--- src/rtl/cv32e41s_rvfi_pkg.sv ---
// Shared types and helpers for the RVFI trace transmitter.
// Memory fields are present only when CV32E41S_RVFI_TRACE_TX_MEM_EN is defined.
package cv32e41s_rvfi_pkg;

    localparam logic [7:0]  RVFI_TRACE_SYNC     = 8'hA5;
    localparam int unsigned RVFI_TRACE_LEN_BASE = 10;
    localparam int unsigned RVFI_TRACE_LEN_MEM  = 19;
    localparam int unsigned RVFI_TRACE_IDX_W    = 5;

    typedef enum logic {
        TX_IDLE = 1'b0,
        TX_SEND = 1'b1
    } rvfi_trace_state_e;

    typedef struct packed {
        logic [31:0] pc;
        logic [4:0]  rd_addr;
        logic [31:0] rd_wdata;
        logic [1:0]  seq;
        logic        has_mem;
`ifdef CV32E41S_RVFI_TRACE_TX_MEM_EN
        logic [3:0]  rmask;
        logic [3:0]  wmask;
        logic [31:0] mem_addr;
        logic [31:0] mem_data;
`endif
    } rvfi_trace_rec_t;

    function automatic logic [RVFI_TRACE_IDX_W-1:0] rvfi_trace_len(input rvfi_trace_rec_t rec);
        return rec.has_mem ? RVFI_TRACE_IDX_W'(RVFI_TRACE_LEN_MEM)
                           : RVFI_TRACE_IDX_W'(RVFI_TRACE_LEN_BASE);
    endfunction

    // Packet byte at position idx; multi-byte fields are little-endian.
    function automatic logic [7:0] rvfi_trace_byte(input rvfi_trace_rec_t rec,
                                                   input logic [RVFI_TRACE_IDX_W-1:0] idx);
        logic [7:0] b;
        b = 8'h00;
        case (idx)
            5'd0:  b = RVFI_TRACE_SYNC;
            5'd1:  b = {rec.has_mem, rec.seq, rec.rd_addr};
            5'd2:  b = rec.pc[7:0];
            5'd3:  b = rec.pc[15:8];
            5'd4:  b = rec.pc[23:16];
            5'd5:  b = rec.pc[31:24];
            5'd6:  b = rec.rd_wdata[7:0];
            5'd7:  b = rec.rd_wdata[15:8];
            5'd8:  b = rec.rd_wdata[23:16];
            5'd9:  b = rec.rd_wdata[31:24];
`ifdef CV32E41S_RVFI_TRACE_TX_MEM_EN
            5'd10: b = {rec.rmask, rec.wmask};
            5'd11: b = rec.mem_addr[7:0];
            5'd12: b = rec.mem_addr[15:8];
            5'd13: b = rec.mem_addr[23:16];
            5'd14: b = rec.mem_addr[31:24];
            5'd15: b = rec.mem_data[7:0];
            5'd16: b = rec.mem_data[15:8];
            5'd17: b = rec.mem_data[23:16];
            5'd18: b = rec.mem_data[31:24];
`endif
            default: b = 8'h00;
        endcase
        return b;
    endfunction

endpackage

--- src/rtl/cv32e41s_rvfi_trace_tx_if.sv ---
// Byte-wide valid/ready trace link between the transmitter and its receiver.
interface cv32e41s_rvfi_trace_tx_if;
    logic       tx_valid_o;
    logic [7:0] tx_data_o;
    logic       tx_ready_i;

    modport master (output tx_valid_o, output tx_data_o, input tx_ready_i);
    modport slave  (input tx_valid_o, input tx_data_o, output tx_ready_i);
endinterface

--- src/rtl/cv32e41s_rvfi_trace_fifo.sv ---
// Record FIFO for the trace transmitter; DEPTH must be a power of two.
// Pushes when full and pops when empty are ignored.
module cv32e41s_rvfi_trace_fifo #(
    parameter type         T     = logic [7:0],
    parameter int unsigned DEPTH = 4
) (
    input  logic                   clk_i,
    input  logic                   rst_ni,
    input  logic                   i_push,
    input  T                       i_data,
    input  logic                   i_pop,
    output T                       o_data_c,
    output logic [$clog2(DEPTH):0] o_count,
    output logic                   o_full_c,
    output logic                   o_empty_c
);

    localparam int unsigned PTR_W = $clog2(DEPTH);
    localparam int unsigned CNT_W = PTR_W + 1;

    T                 r_mem [DEPTH];
    logic [PTR_W-1:0] r_wptr;
    logic [PTR_W-1:0] r_rptr;
    logic [CNT_W-1:0] r_count;
    logic             w_push;
    logic             w_pop;

    assign w_push    = i_push && !o_full_c;
    assign w_pop     = i_pop && !o_empty_c;
    assign o_full_c  = (r_count == CNT_W'(DEPTH));
    assign o_empty_c = (r_count == '0);
    assign o_data_c  = r_mem[r_rptr];
    assign o_count   = r_count;

    // Storage needs no reset; the pointers define validity.
    always_ff @(posedge clk_i) begin
        if (w_push) begin
            r_mem[r_wptr] <= i_data;
        end
    end

    always_ff @(posedge clk_i or negedge rst_ni) begin
        if (!rst_ni) begin
            r_wptr  <= '0;
            r_rptr  <= '0;
            r_count <= '0;
        end else begin
            if (w_push) begin
                r_wptr <= r_wptr + PTR_W'(1);
            end
            if (w_pop) begin
                r_rptr <= r_rptr + PTR_W'(1);
            end
            case ({w_push, w_pop})
                2'b10:   r_count <= r_count + CNT_W'(1);
                2'b01:   r_count <= r_count - CNT_W'(1);
                default: r_count <= r_count;
            endcase
        end
    end

endmodule

--- src/rtl/cv32e41s_rvfi_trace_tx.sv ---
// RVFI trace transmitter: captures retired instructions, queues them and sends
// byte packets over a valid/ready link. Memory fields need CV32E41S_RVFI_TRACE_TX_MEM_EN.
module cv32e41s_rvfi_trace_tx
    import cv32e41s_rvfi_pkg::*;
#(
    parameter int unsigned DEPTH = 4,
    parameter int unsigned NMEM  = 1
) (
    input  logic                  clk_i,
    input  logic                  rst_ni,
    input  logic                  rvfi_valid,
    input  logic [31:0]           rvfi_pc_rdata,
    input  logic [4:0]            rvfi_rd_addr,
    input  logic [31:0]           rvfi_rd_wdata,
    input  logic [32*NMEM-1:0]    rvfi_mem_addr,
    input  logic [4*NMEM-1:0]     rvfi_mem_rmask,
    input  logic [4*NMEM-1:0]     rvfi_mem_wmask,
    input  logic [32*NMEM-1:0]    rvfi_mem_rdata,
    input  logic [32*NMEM-1:0]    rvfi_mem_wdata,
    cv32e41s_rvfi_trace_tx_if.master tx,
    output logic [7:0]            drop_cnt_o,
    output logic                  overflow_o
);

    localparam int unsigned IDX_W = RVFI_TRACE_IDX_W;
    localparam int unsigned CNT_W = $clog2(DEPTH) + 1;

    rvfi_trace_state_e r_state;
    rvfi_trace_state_e w_state_nxt;
    rvfi_trace_rec_t   w_rec;
    rvfi_trace_rec_t   w_head;
    rvfi_trace_rec_t   r_pkt;
    logic [IDX_W-1:0]  r_idx;
    logic [1:0]        r_seq;
    logic [7:0]        r_drop_cnt;
    logic              r_overflow;
    logic              r_tx_valid;
    logic [7:0]        r_tx_data;
    logic              w_push;
    logic              w_drop;
    logic              w_pop;
    logic              w_adv;
    logic              w_done;
    logic              w_last;
    logic              w_full;
    logic              w_empty;
    logic [CNT_W-1:0]  w_unused_count;

    // Record formed from lane 0 of the retire port.
    always_comb begin
        w_rec          = '0;
        w_rec.pc       = rvfi_pc_rdata;
        w_rec.rd_addr  = rvfi_rd_addr;
        w_rec.rd_wdata = rvfi_rd_wdata;
        w_rec.seq      = r_seq;
`ifdef CV32E41S_RVFI_TRACE_TX_MEM_EN
        w_rec.rmask    = rvfi_mem_rmask[3:0];
        w_rec.wmask    = rvfi_mem_wmask[3:0];
        w_rec.mem_addr = rvfi_mem_addr[31:0];
        w_rec.mem_data = (|rvfi_mem_rmask[3:0]) ? rvfi_mem_rdata[31:0] : rvfi_mem_wdata[31:0];
        w_rec.has_mem  = |(rvfi_mem_rmask[3:0] | rvfi_mem_wmask[3:0]);
`else
        w_rec.has_mem  = 1'b0;
`endif
    end

`ifndef CV32E41S_RVFI_TRACE_TX_MEM_EN
    logic w_unused_mem;
    assign w_unused_mem = ^{rvfi_mem_addr, rvfi_mem_rmask, rvfi_mem_wmask,
                            rvfi_mem_rdata, rvfi_mem_wdata};
`else
    if (NMEM > 1) begin : g_unused_lanes
        logic w_unused_lanes;
        assign w_unused_lanes = ^{rvfi_mem_addr[32*NMEM-1:32], rvfi_mem_rmask[4*NMEM-1:4],
                                  rvfi_mem_wmask[4*NMEM-1:4], rvfi_mem_rdata[32*NMEM-1:32],
                                  rvfi_mem_wdata[32*NMEM-1:32]};
    end
`endif

    // A full FIFO drops the record even if it is popped this cycle.
    assign w_push = rvfi_valid && !w_full;
    assign w_drop = rvfi_valid && w_full;

    cv32e41s_rvfi_trace_fifo #(
        .T     (rvfi_trace_rec_t),
        .DEPTH (DEPTH)
    ) u_fifo (
        .clk_i     (clk_i),
        .rst_ni    (rst_ni),
        .i_push    (w_push),
        .i_data    (w_rec),
        .i_pop     (w_pop),
        .o_data_c  (w_head),
        .o_count   (w_unused_count),
        .o_full_c  (w_full),
        .o_empty_c (w_empty)
    );

    always_ff @(posedge clk_i or negedge rst_ni) begin
        if (!rst_ni) begin
            r_seq      <= 2'd0;
            r_drop_cnt <= 8'd0;
            r_overflow <= 1'b0;
        end else begin
            if (rvfi_valid) begin
                r_seq <= r_seq + 2'd1;
            end
            if (w_drop) begin
                r_overflow <= 1'b1;
                if (r_drop_cnt != 8'hFF) begin
                    r_drop_cnt <= r_drop_cnt + 8'd1;
                end
            end
        end
    end

    assign w_last = (r_idx == (rvfi_trace_len(r_pkt) - IDX_W'(1)));

    always_ff @(posedge clk_i or negedge rst_ni) begin
        if (!rst_ni) begin
            r_state <= TX_IDLE;
        end else begin
            r_state <= w_state_nxt;
        end
    end

    // Last-byte handshake chains straight into the next packet when one is queued.
    always_comb begin
        w_state_nxt = r_state;
        w_pop       = 1'b0;
        w_adv       = 1'b0;
        w_done      = 1'b0;
        case (r_state)
            TX_IDLE: begin
                if (!w_empty) begin
                    w_pop       = 1'b1;
                    w_state_nxt = TX_SEND;
                end
            end
            TX_SEND: begin
                if (tx.tx_ready_i) begin
                    if (!w_last) begin
                        w_adv = 1'b1;
                    end else if (!w_empty) begin
                        w_pop = 1'b1;
                    end else begin
                        w_done      = 1'b1;
                        w_state_nxt = TX_IDLE;
                    end
                end
            end
            default: w_state_nxt = TX_IDLE;
        endcase
    end

    // The next link byte is precomputed so both link outputs come straight from flops.
    always_ff @(posedge clk_i or negedge rst_ni) begin
        if (!rst_ni) begin
            r_pkt      <= '0;
            r_idx      <= '0;
            r_tx_valid <= 1'b0;
            r_tx_data  <= 8'h00;
        end else begin
            r_tx_valid <= (w_state_nxt == TX_SEND);
            if (w_pop) begin
                r_pkt     <= w_head;
                r_idx     <= '0;
                r_tx_data <= RVFI_TRACE_SYNC;
            end else if (w_adv) begin
                r_idx     <= r_idx + IDX_W'(1);
                r_tx_data <= rvfi_trace_byte(r_pkt, r_idx + IDX_W'(1));
            end else if (w_done) begin
                r_tx_data <= 8'h00;
            end
        end
    end

    assign tx.tx_valid_o = r_tx_valid;
    assign tx.tx_data_o  = r_tx_data;
    assign drop_cnt_o    = r_drop_cnt;
    assign overflow_o    = r_overflow;

endmodule
--- src/flat_wrapper.sv ---
// flat-port wrapper written by rule: the top's interface ports become plain ports
module cv32e41s_rvfi_trace_tx_flat import cv32e41s_rvfi_pkg::*;
#(
    parameter int unsigned DEPTH = 4,
    parameter int unsigned NMEM  = 1
)
  (clk_i, rst_ni, rvfi_valid, rvfi_pc_rdata, rvfi_rd_addr, rvfi_rd_wdata, rvfi_mem_addr, rvfi_mem_rmask, rvfi_mem_wmask, rvfi_mem_rdata, rvfi_mem_wdata, drop_cnt_o, overflow_o, tx_tx_valid_o, tx_tx_data_o, tx_tx_ready_i);
  cv32e41s_rvfi_trace_tx_if tx_i ();
  input  logic clk_i;
  input  logic rst_ni;
  input  logic rvfi_valid;
  input  logic [31:0] rvfi_pc_rdata;
  input  logic [4:0] rvfi_rd_addr;
  input  logic [31:0] rvfi_rd_wdata;
  input  logic [32*NMEM-1:0] rvfi_mem_addr;
  input  logic [4*NMEM-1:0] rvfi_mem_rmask;
  input  logic [4*NMEM-1:0] rvfi_mem_wmask;
  input  logic [32*NMEM-1:0] rvfi_mem_rdata;
  input  logic [32*NMEM-1:0] rvfi_mem_wdata;
  output logic [7:0] drop_cnt_o;
  output logic overflow_o;
  output wire logic [$bits(tx_i.tx_valid_o)-1:0] tx_tx_valid_o;
  output wire logic [$bits(tx_i.tx_data_o)-1:0] tx_tx_data_o;
  input wire logic [$bits(tx_i.tx_ready_i)-1:0] tx_tx_ready_i;
  assign tx_tx_valid_o = tx_i.tx_valid_o;
  assign tx_tx_data_o = tx_i.tx_data_o;
  assign tx_i.tx_ready_i = tx_tx_ready_i;
  cv32e41s_rvfi_trace_tx #(.DEPTH(DEPTH), .NMEM(NMEM)) u_core (.clk_i(clk_i), .rst_ni(rst_ni), .rvfi_valid(rvfi_valid), .rvfi_pc_rdata(rvfi_pc_rdata), .rvfi_rd_addr(rvfi_rd_addr), .rvfi_rd_wdata(rvfi_rd_wdata), .rvfi_mem_addr(rvfi_mem_addr), .rvfi_mem_rmask(rvfi_mem_rmask), .rvfi_mem_wmask(rvfi_mem_wmask), .rvfi_mem_rdata(rvfi_mem_rdata), .rvfi_mem_wdata(rvfi_mem_wdata), .tx(tx_i), .drop_cnt_o(drop_cnt_o), .overflow_o(overflow_o));
endmodule
--- config.mk ---
export PLATFORM = sky130hd
export DESIGN_NAME = cv32e41s_rvfi_trace_tx_flat
export DESIGN_NICKNAME = d
export VERILOG_FILES = /design/src/rtl/cv32e41s_rvfi_pkg.sv /design/src/rtl/cv32e41s_rvfi_trace_tx_if.sv /design/src/rtl/cv32e41s_rvfi_trace_fifo.sv /design/src/rtl/cv32e41s_rvfi_trace_tx.sv /design/src/flat_wrapper.sv
export SDC_FILE = /design/constraint.sdc
export NUM_CORES = 1
export LEC_CHECK = 0
export CORE_MARGIN = 5
export CORE_UTILIZATION = 31
export DETAILED_ROUTE_END_ITERATION = 8
export HOLD_SLACK_MARGIN = 0.02
export MAX_ROUTING_LAYER = met4
export SLEW_MARGIN = 20
export SYNTH_ARGS = -nofsm -noshare
export SYNTH_HDL_FRONTEND = slang
export SYNTH_SLANG_ARGS = --single-unit
--- constraint.sdc ---
create_clock -name clk_i -period 2.9 [get_ports clk_i]
set_input_delay 0.58 -clock clk_i [delete_from_list [all_inputs] [get_ports clk_i]]
set_output_delay 0.58 -clock clk_i [all_outputs]
set_load 0.02 [all_outputs]
Word level (Yosys, flattened, before mapping)
Memory sizes are Yosys's and may differ from the RTL's. A register that Yosys moved wholly into a read port is not among the register bits. Index checks and enable logic that the tools add are counted.

Register bits: 33. Memory bits (writable): 284. Output and inout port bits: 18. Memories: 1.

Memory list: u_core.u_fifo.r_mem (depth 4, width 71, rd ports 1, clocked after memory_dff 1, write ports 1, line cv32e41s_rvfi_trace_fifo.sv:21) `T r_mem [DEPTH];`.

$add $sub $neg: 8. Eq/ne operators: 14. Mux-type cells: 24. Bitwise logic cells: 1. Reductions and logical operators: 13.

Operators by type and width (number): $pmux W8 S10 (1); $mux W8 (3); $eq A5 B3 Y1 const B (4); $mux W5 (3); $mux W1 (14); $eq A5 B2 Y1 const B (2); $eq A5 B4 Y1 const B (2); $add A8 B1 Y8 const B (1); $ne A8 B8 Y1 const B (1); $add A2 B1 Y2 const B (3); $pmux W3 S2 (1); $add A5 B1 Y5 const B (1); $eq A5 B1 Y1 const B (1); $eq A5 B5 Y1 (1); $logic_not A5 Y1 (1); $sub A5 B1 Y5 const B (1); $logic_and A1 B1 Y1 (4); $pmux W1 S2 (2); $reduce_bool A2 Y1 (2); $add A3 B1 Y3 const B (1); $eq A3 B3 Y1 const B (1); $logic_not A1 Y1 (3); $logic_not A3 Y1 (1); $reduce_bool A3 Y1 (1); 5 further kinds (5).

Depth between registers and ports, before layout
Gate-level depths: netlist of run 1.

Word-level depth: 9. Gate-level depth with buffers: 14. Mapped depth without buffers: 11.

Hierarchy
Synthesis of run 1 repeated with hierarchy kept, for this count alone.

Cell total of the unflattened synthesis: 965. Area total of the unflattened synthesis: 15753.9 um^2.

By module, submodules not included: cv32e41s_rvfi_trace_fifo (instances 1, cells each 413, area each 10817.9 um^2); cv32e41s_rvfi_trace_tx (instances 1, cells each 552, area each 4936.0 um^2).

Worst setup path before layout of run 1
Ideal clock, no wire load.

Path type: input port to flip-flop. From: input port rvfi_valid. To: memory u_core.u_fifo.r_mem[2][0] (netlist bit), enable pin. Setup time: 0.437 ns. Arrival time: 2.667 ns. Required time: 2.463 ns. Setup slack: -0.204 ns. Stages on the path: 2. Buffers on the path: 0. Cell sequence: a21boi_1 -> and2_1.

Word-level cells in the longest chain between the ends: 4.

RTL lines: from (decl) (line flat_wrapper.sv:11) `input logic rvfi_valid;`; $logic_and A1 B1 Y1 (line cv32e41s_rvfi_trace_tx.sv:81) `assign w_push = rvfi_valid && !w_full;`; $logic_and A1 B1 Y1 (line cv32e41s_rvfi_trace_fifo.sv:28) `assign w_push = i_push && !o_full_c;`; $mux W1 (line cv32e41s_rvfi_trace_fifo.sv:37) `if (w_push) begin`; $mux W1 (implied by the code) (line cv32e41s_rvfi_trace_fifo.sv:38) `r_mem[r_wptr] <= i_data;`; to (decl) (line cv32e41s_rvfi_trace_fifo.sv:21).

Every way passes these cells.

Final worst setup path of run 1
From: register u_core.r_idx[0]. To: register u_core.r_tx_data[3], in the netlist u_core.tx.tx_data_o[3].

Word-level cells in the longest chain between the ends: 6.

RTL lines: from (decl) (line cv32e41s_rvfi_trace_tx.sv:33) `logic [IDX_W-1:0] r_idx;`; from (signal assigned) (line cv32e41s_rvfi_trace_tx.sv:170) `r_idx <= r_idx + IDX_W'(1);`; branches (longest 6 deep; another with $add A5 B1 Y5); to (signal assigned) (line cv32e41s_rvfi_trace_tx.sv:171) `r_tx_data <= rvfi_trace_byte(r_pkt, r_idx + IDX_W'(1));`; to (decl) (line cv32e41s_rvfi_trace_tx.sv:38) `logic [7:0] r_tx_data;`.

Several ways; the timed one is not identified. A chain may end at the register's enable or synchronous reset.

==> qor.yml, run 1 <==
status:
  outcome: "completed"
die:
  ioPinCount: 195
  initial_utilization: 0.314
  die-height_um: 236
  die-area_um2: 55600
  rows: 82
  die_x_um: 236
  design.core.area_um2: 50300
drt:
  ant_nets: 0
  drc_errors: 0
  vias: 8153
  drt_wl_total_um: 33800
  vias_per_cell: 4.81
  drt_iter0_drc: 596
  routedWlPerCell_um: 20.0
  first_pass_iters: 5
cells_and_area:
  layout.nets: 1178
  drive_gt1_frac: 0.204
  final_area_um2: 19000
  fillers: 4628
  syn_to_final_growth_pct: 20.0
  fin_cells: 1694
placed_design:
  place_ws_ns: 0.270
  dp_hpwl_um: 21500
  finalWeightedCongestion: 0.849
  port_buffers: 90
  place_area_um2: 17700
  dp_cells: 1618
synth:
  synth_adder_area_share: 0.00998
  netlist_instances: 874
  synth.avg_cell_area_um2: 18.1
  synth-xor-area-share: 0.0128
  synth_top_family_by_area: "multiplexers"
  synth_edf_count: 284
  synth_cell_type_count: 66
  synth-seq-cells: 387
  netlist.area_leader.share: 0.540
  synth_nets: 1063
  syn_area_um2: 15800
  yosysTopAreaCell: "edfxtp_1"
  synth-simple-area-share: 0.0392
  synth_ff_type: "edfxtp_1"
  yosys-top-cells-area: "edfxtp_1, dfrtp_1, mux4_2, mux2_1, mux2_2"
  synth-compound-area-share: 0.0497
  synthMuxAreaShare: 0.166
  async_reset_ff_frac: 0.266
  yosysWarnings: 0
  yosysSeqAreaShare: 0.703
worst_setup_path:
  crit-reg2reg-launch: "u_core.r_idx[0]$_DFFE_PN0P_"
  crit_chain: "ha_1 -> buf_12 -> nor2b_1 -> a221oi_1 -> nor3_1 -> nor3_1 -> a21oi_1"
  worst-setup-path-type: "reg -> reg"
  worstPathArrival_ns: 3.09
  rrSetupSlack_ns: 0.28
  cpPeakStageDelay_ns: 0.56
  worstSetupEndpointType: "flip-flop"
  crit_path_start: "u_core.r_idx[0]$_DFFE_PN0P_"
  cp_data_required_time_ns: 3.37
  cp_slowest_cell: "nor2b_1"
  crit_fanout: 30
  start_kind: "flip-flop"
  critPathMostFrequentCell: "nor3_1"
sta:
  setup_tns_ns: 0
  hold_violations: 0
  slew_violations: 0
  post-route-period-util: 0.905
  setup_violations: 0
  finalClockSkew_ns: 0.0135
  timing.final.ws_setup_ns: 0.277
  fmax_mhz: 381
  max_slew.worst_pin.slew_ns: 0.741
  rsz0062_at_grt: "false"
  relSlewSlack: 0.506
  min_period_ns: 2.62
clocking:
  cts.repair.resized: 0
  cts.clk_slew.worst_paths_ns: 0.06
  cts_buffers: 41
  insertion_delay_ns: 0.56
  clock-sinks: 387
  cts-root-buf: "clkbuf_16"
  cts_tree: "built"
  cts_setup_buffers: 0
  hold_buffers: 0
  clock_tree.buffer_depth: 3
  cts.htree.levels: 2
power:
  power.density_nw_per_um2: 1020
  pwr-share-clk: 0.255
  leakage_nw: 6.62
  internal-power_w: 0.0131
  p_switching_w: 0.00617
  combPwrFrac: 0.312
  p_sw_frac: 0.320
  worst_ir_drop_vdd_mv: 0.427
  seqPwrFrac: 0.433
grt:
  grt_pass1_vias: 8495
  antenna_found_initial: 1
  grt_pass1_wl_um: 52700
  grt_overflow_total: 0
  grt_max_degree: 83
  grt_usage: 0.125
worst_hold_path:
  hold_path.class: "in -> async"
job:
  timing.max_cap.violations: 0
routing by layer:
layer | track usage | up-vias | routed length [µm]
met5 | - | - | 0
met4 | 0.0376 | 0 | 778
met3 | 0.0227 | 52 | 1310
met2 | 0.193 | 166 | 16000
met1 | 0.170 | 4227 | 15700
li1 | - | 3708 | -
logic make-up after synthesis:
kind of cell	Yosys count
AO/OA/AOI/OAI	103
XOR/XNOR	21
adder cells (fa/ha/maj)	12
buffers and inverters	59
flip-flops	387
multiplexers	164
AND/OR/NAND/NOR	128
final timing paths:
check / cells past startpoint / to
worst min register to register: 1 / u_core.overflow_o$_DFFE_PN0P_
min in group clk_i: 1 / u_core.overflow_o$_DFFE_PN0P_
worst max register to register: 7 / u_core.tx.tx_data_o[3]$_DFFE_PN0P_
worst min-delay path: 1 / u_core.overflow_o$_DFFE_PN0P_
worst max-delay path: 7 / u_core.tx.tx_data_o[3]$_DFFE_PN0P_
max in group asynchronous: 2 / u_core.u_fifo.o_count[1]$_DFFE_PN0P_
cells in the final DEF (no fill, tap or decap), drive strengths merged, types with 7 or more instances in the layout:
cell type	synthesis	final
mux2i	19	19
nand2	42	42
nor3	16	16
o22ai	10	10
nand3	9	9
inv	12	15
mux4	71	71
a221oi	7	7
mux2	74	74
xor2	9	9
clkbuf	14	51
nor2b	7	7
buf	33	30
xnor2	12	12
a21oi	20	20
nand2b	12	12
ha	11	11
clkinv	0	18
clkdlybuf4s50	0	89
a22oi	12	12
o21ai	10	10
nor2	23	23
edfxtp	284	284
dfrtp	103	103
flip-flops by register name, summed over array words and instances (netlist names):
| register | count |
|---|---|
| u_core.r_seq | 2 |
| u_core.u_fifo.r_rptr | 2 |
| u_core.r_state | 1 |
| u_core.drop_cnt_o | 8 |
| u_core.r_idx | 5 |
| u_core.u_fifo.r_mem | 284 |
| u_core.u_fifo.o_count | 3 |
| u_core.u_fifo.r_wptr | 2 |
| u_core.overflow_o | 1 |
| u_core.r_pkt | 71 |
| u_core.tx.tx_data_o | 8 |
cells in the mapped netlist (3+ instances only):
cell and count:
o21ai_0 8, and2_1 5, clkbuf_1 14, inv_1 11, xnor2_1 11, a22oi_1 11
buf_6 3, o22ai_1 10, nand4_1 5, nand2b_1 12, mux4_2 71, and3_1 4
dfrtp_1 103, a211oi_1 6, mux2i_1 19, buf_4 9, a21oi_1 19, a221oi_1 7
a32oi_1 3, o221ai_1 3, o32a_1 3, mux2_2 29, buf_2 21, edfxtp_1 284
xor2_1 9, nor2_1 23, nor3_1 16, nand2_1 42, mux2_1 45, nor2b_1 6
nand3_1 9, ha_1 11
stage by stage:
| step | total power (W) | util | hold slack (ns) |
|---|---|---|---|
| after global routing | 0.0204 | 0.377 | 0.115 |
| after global placement | 0.0145 | 0.352 | 0.454 |
| after floorplan | 0.0124 | - | 0.284 |
| final | 0.0193 | 0.377 | 0.0863 |
| after CTS | 0.0196 | 0.377 | 0.0894 |
| after detailed placement | 0.0146 | 0.352 | 0.460 |
critical path: cells and delay by family (launching register included):
family                     cells  cell delay [ns]
AOI/OAI and AO/OA              2             0.33
and+or+nand+nor                3             1.03
buffers and inverters          1             0.22
adders and majority gates      1             0.40
DFF                            1             0.53
power by group through the flow:
stage | Clock [W] | Combinational [W] | Sequential [W]
finish | 0.00492 | 0.00602 | 0.00834
global route | 0.00532 | 0.00655 | 0.00850
CTS | 0.00508 | 0.00615 | 0.00835
detailed placement | 0 | 0.00613 | 0.00845
global placement | 0 | 0.00607 | 0.00839
floorplan | 0 | 0.00423 | 0.00815
cell type report:
cell class / instances / area [µm²] / area share
flip-flops and latches: 387 / 11100 / 0.586
multi-input cells: 428 / 4410 / 0.233
repair buffers: 119 / 1280 / 0.0674
clock buffers: 51 / 1100 / 0.0583
well taps: 672 / 841 / 0.0443
clock inverters: 24 / 171 / 0.00904
inverters: 12 / 45.0 / 0.00238
diodes: 1 / 2.50 / 0.000132
No activity file was read; power rests on OpenSTA's default activity.
==> run 2, diff against run 1 <==
--- a/config.mk
+++ b/config.mk
@@ -13,4 +13,5 @@
 export SLEW_MARGIN = 20
 export SYNTH_ARGS = -nofsm -noshare
 export SYNTH_HDL_FRONTEND = slang
+export SYNTH_HIERARCHICAL = 1
 export SYNTH_SLANG_ARGS = --single-unit
==> qor.yml, run 2 <==
status:
  outcome: "completed"
worst_setup_path:
  start_kind: "flip-flop"
  crit_fanout: 6
  crit_buf_inv: 3
  critPathMostFrequentCell: "xor2_1"
  worst-setup-path-type: "reg -> reg"
  worstSetupPathDepth: 12
  rrSetupSlack_ns: 0.17
  rr_worst_depth: 12
  crit-reg2reg-launch: "u_core/r_idx[0]$_DFFE_PN0P_"
  cp_data_required_time_ns: 3.37
  cp_slowest_cell: "dfrtp_2"
  crit_chain: "buf_4 -> nor4b_2 -> a22oi_1 -> o21a_2 -> clkinv_4 -> o31a_1 -> ha_1 -> inv_1 -> fa_1 -> xor2_1 -> nor2_1 -> xor2_1"
  critical_path.top_delay_family: "compound AO/OA/AOI/OAI gates"
  r2r-end: "u_core/u_fifo/o_count[2]$_DFFE_PN0P_"
  worstPathArrival_ns: 3.20
  cpPeakStageDelay_ns: 0.45
  worstSetupEndpointType: "flip-flop"
placed_design:
  finalWeightedCongestion: 0.854
  place_ws_ns: 0.0994
  dp_hpwl_um: 22100
  port_buffers: 90
drt:
  vias_per_cell: 4.78
  vias: 8587
  ant_nets: 0
  drt_wl_total_um: 34300
  drt_iter0_drc: 637
  routedWlPerCell_um: 19.1
  first_pass_iters: 6
  drc_errors: 0
cells_and_area:
  largest-register: "u_core/u_fifo/r_mem"
  drive_gt1_frac: 0.181
  syn_to_final_growth_pct: 20.3
  largest_reg_flops: 288
  layout.nets: 1280
  top_regs: "u_core/u_fifo/r_mem (288), u_core/r_pkt (72)"
  layout_common_cells: "edfxtp_1, nand2_1, dfrtp_1, clkdlybuf4s50_1, mux4_2"
  final_common_cell: "edfxtp_1"
synth:
  synth_top_family_by_area: "multiplexers"
  yosysTopAreaCell: "edfxtp_1"
  synth-xor-area-share: 0.0111
  synth_edf_count: 288
  yosysSeqAreaShare: 0.714
  synth_ff_type: "edfxtp_1"
  synth_cell_type_count: 68
  synthMuxAreaShare: 0.110
  synth_adder_area_share: 0.0100
  async_reset_ff_frac: 0.265
  yosys.cell_count.top_type: "edfxtp_1"
  synth-seq-cells: 392
  yosysWarnings: 6
  netlist.area_leader.share: 0.549
  synth-simple-area-share: 0.0836
  netlist_instances: 965
  syn_area_um2: 15800
  synthTopCellsByCount: "edfxtp_1, nand2_1, dfrtp_1"
  synth-compound-area-share: 0.0442
  synth.avg_cell_area_um2: 16.3
  yosys-top-cells-area: "edfxtp_1, dfrtp_1, mux4_2, nand2_1, a22oi_1"
die:
  design.core.area_um2: 50200
  die-area_um2: 55400
  die_x_um: 235
  rows: 82
  die-height_um: 235
  ioPinCount: 195
  initial_utilization: 0.314
sta:
  finalClockSkew_ns: 0.0320
  post-route-period-util: 0.940
  max_slew.worst_pin.slew_ns: 0.894
  rsz0062_at_grt: "false"
  timing.final.ws_setup_ns: 0.173
  relSlewSlack: 0.404
  min_period_ns: 2.73
  setup_tns_ns: 0
  slew_violations: 0
  hold_violations: 0
  fmax_mhz: 367
  setup_violations: 0
power:
  leakage_nw: 6.85
  power.density_nw_per_um2: 982
  worst_ir_drop_vdd_mv: 0.421
clocking:
  insertion_delay_ns: 0.58
  cts.clk_slew.worst_paths_ns: 0.06
  cts.htree.levels: 2
  clock_tree.buffer_depth: 3
  hold_buffers: 0
  cts_tree: "built"
  clock-sinks: 392
  cts_buffers: 42
  cts-root-buf: "clkbuf_16"
grt:
  grt_usage: 0.127
  grt_pass1_wl_um: 54000
  grt_pass1_vias: 8904
  grt_overflow_total: 0
  antenna_found_initial: 1
  grt_max_degree: 79
worst_hold_path:
  hold_path.class: "in -> async"
job:
  timing.max_cap.violations: 0
run 2: cell types whose count changed in the layout (fill, tap and decap cells not counted), sizes merged, moves of 6 or more:
cell	previous run	this run
buf	30	39
a22oi	12	21
a21oi	20	13
nor3	16	3
nand2	42	234
mux2i	19	6
nand2b	12	3
clkbuf	51	57
mux2	74	4
run 2: report_power, final:
| group | switching (W) | internal, W | leakage [nW] |
|---|---|---|---|
| registers | 0.000777 | 0.00753 | 3.96 |
| clock network | 0.00216 | 0.00295 | 0.656 |
| logic | 0.00285 | 0.00234 | 2.23 |
| total | 0.00578 | 0.0128 | 6.85 |
run 2: cells by family after synthesis:
group / count (synthesis)
fa+ha+maj: 12
simple gates: 307
other cells: 1
flops: 392
mux: 82
buf+inv: 60
xor+xnor: 20
compound gates: 91
run 2: how the worst max path moves through the flow:
stage          slack, ns                         from                                   end
3_5_place_dp         0.1                tx_tx_ready_i  u_core/u_fifo/o_count[2]$_DFFE_PN0P_
2_1_floorplan       0.13  u_core/r_idx[1]$_DFFE_PN0P_  u_core/u_fifo/o_count[2]$_DFFE_PN0P_
3_3_place_gp        0.16                tx_tx_ready_i  u_core/u_fifo/o_count[2]$_DFFE_PN0P_
5_1_grt             0.02  u_core/r_idx[1]$_DFFE_PN0P_  u_core/u_fifo/o_count[2]$_DFFE_PN0P_
4_1_cts             0.07  u_core/r_idx[0]$_DFFE_PN0P_  u_core/u_fifo/o_count[2]$_DFFE_PN0P_
6_report            0.17  u_core/r_idx[0]$_DFFE_PN0P_  u_core/u_fifo/o_count[2]$_DFFE_PN0P_
run 2: cell type report:
class	count	area, µm²
clock buffer	57	1170
tap	672	841
timing repair buffer	128	1360
fill	4645	31200
clock inverter	21	174
sequential	392	11300
antenna	1	2.50
inverter	11	46.3
multi-input combinational	516	4110
run 2: timing repair:
action / 4_1_cts / 5_1_grt
resized for setup: 0 / 2
setup endpoints to repair: 0 / 2
buffers inserted: 0 / 3
run 2: routing by layer:
layer	part of all wire	track usage	routed length [µm]	vias up
li1	-	-	-	3892
met1	0.45	0.172	15500	4453
met2	0.48	0.198	16500	194
met3	0.047	0.0221	1600	48
met4	0.020	0.0368	673	0
met5	0	-	0	-
run 2: per-stage QoR:
| step | std cells | power [W] | cell area, µm² | util | hold WS (ns) |
|---|---|---|---|---|---|
| after CTS | 1794 | 0.0189 | 18900 | 0.377 | 0.0605 |
| after detailed placement | 1716 | 0.0136 | 17600 | 0.350 | 0.462 |
| after global routing | 1798 | 0.0196 | 19000 | 0.378 | 0.104 |
| after global placement | 1716 | 0.0135 | 17600 | 0.350 | 0.457 |
| final | 1798 | 0.0186 | 19000 | 0.378 | 0.0643 |
| after floorplan | 968 | 0.0118 | 15800 | - | 0.284 |
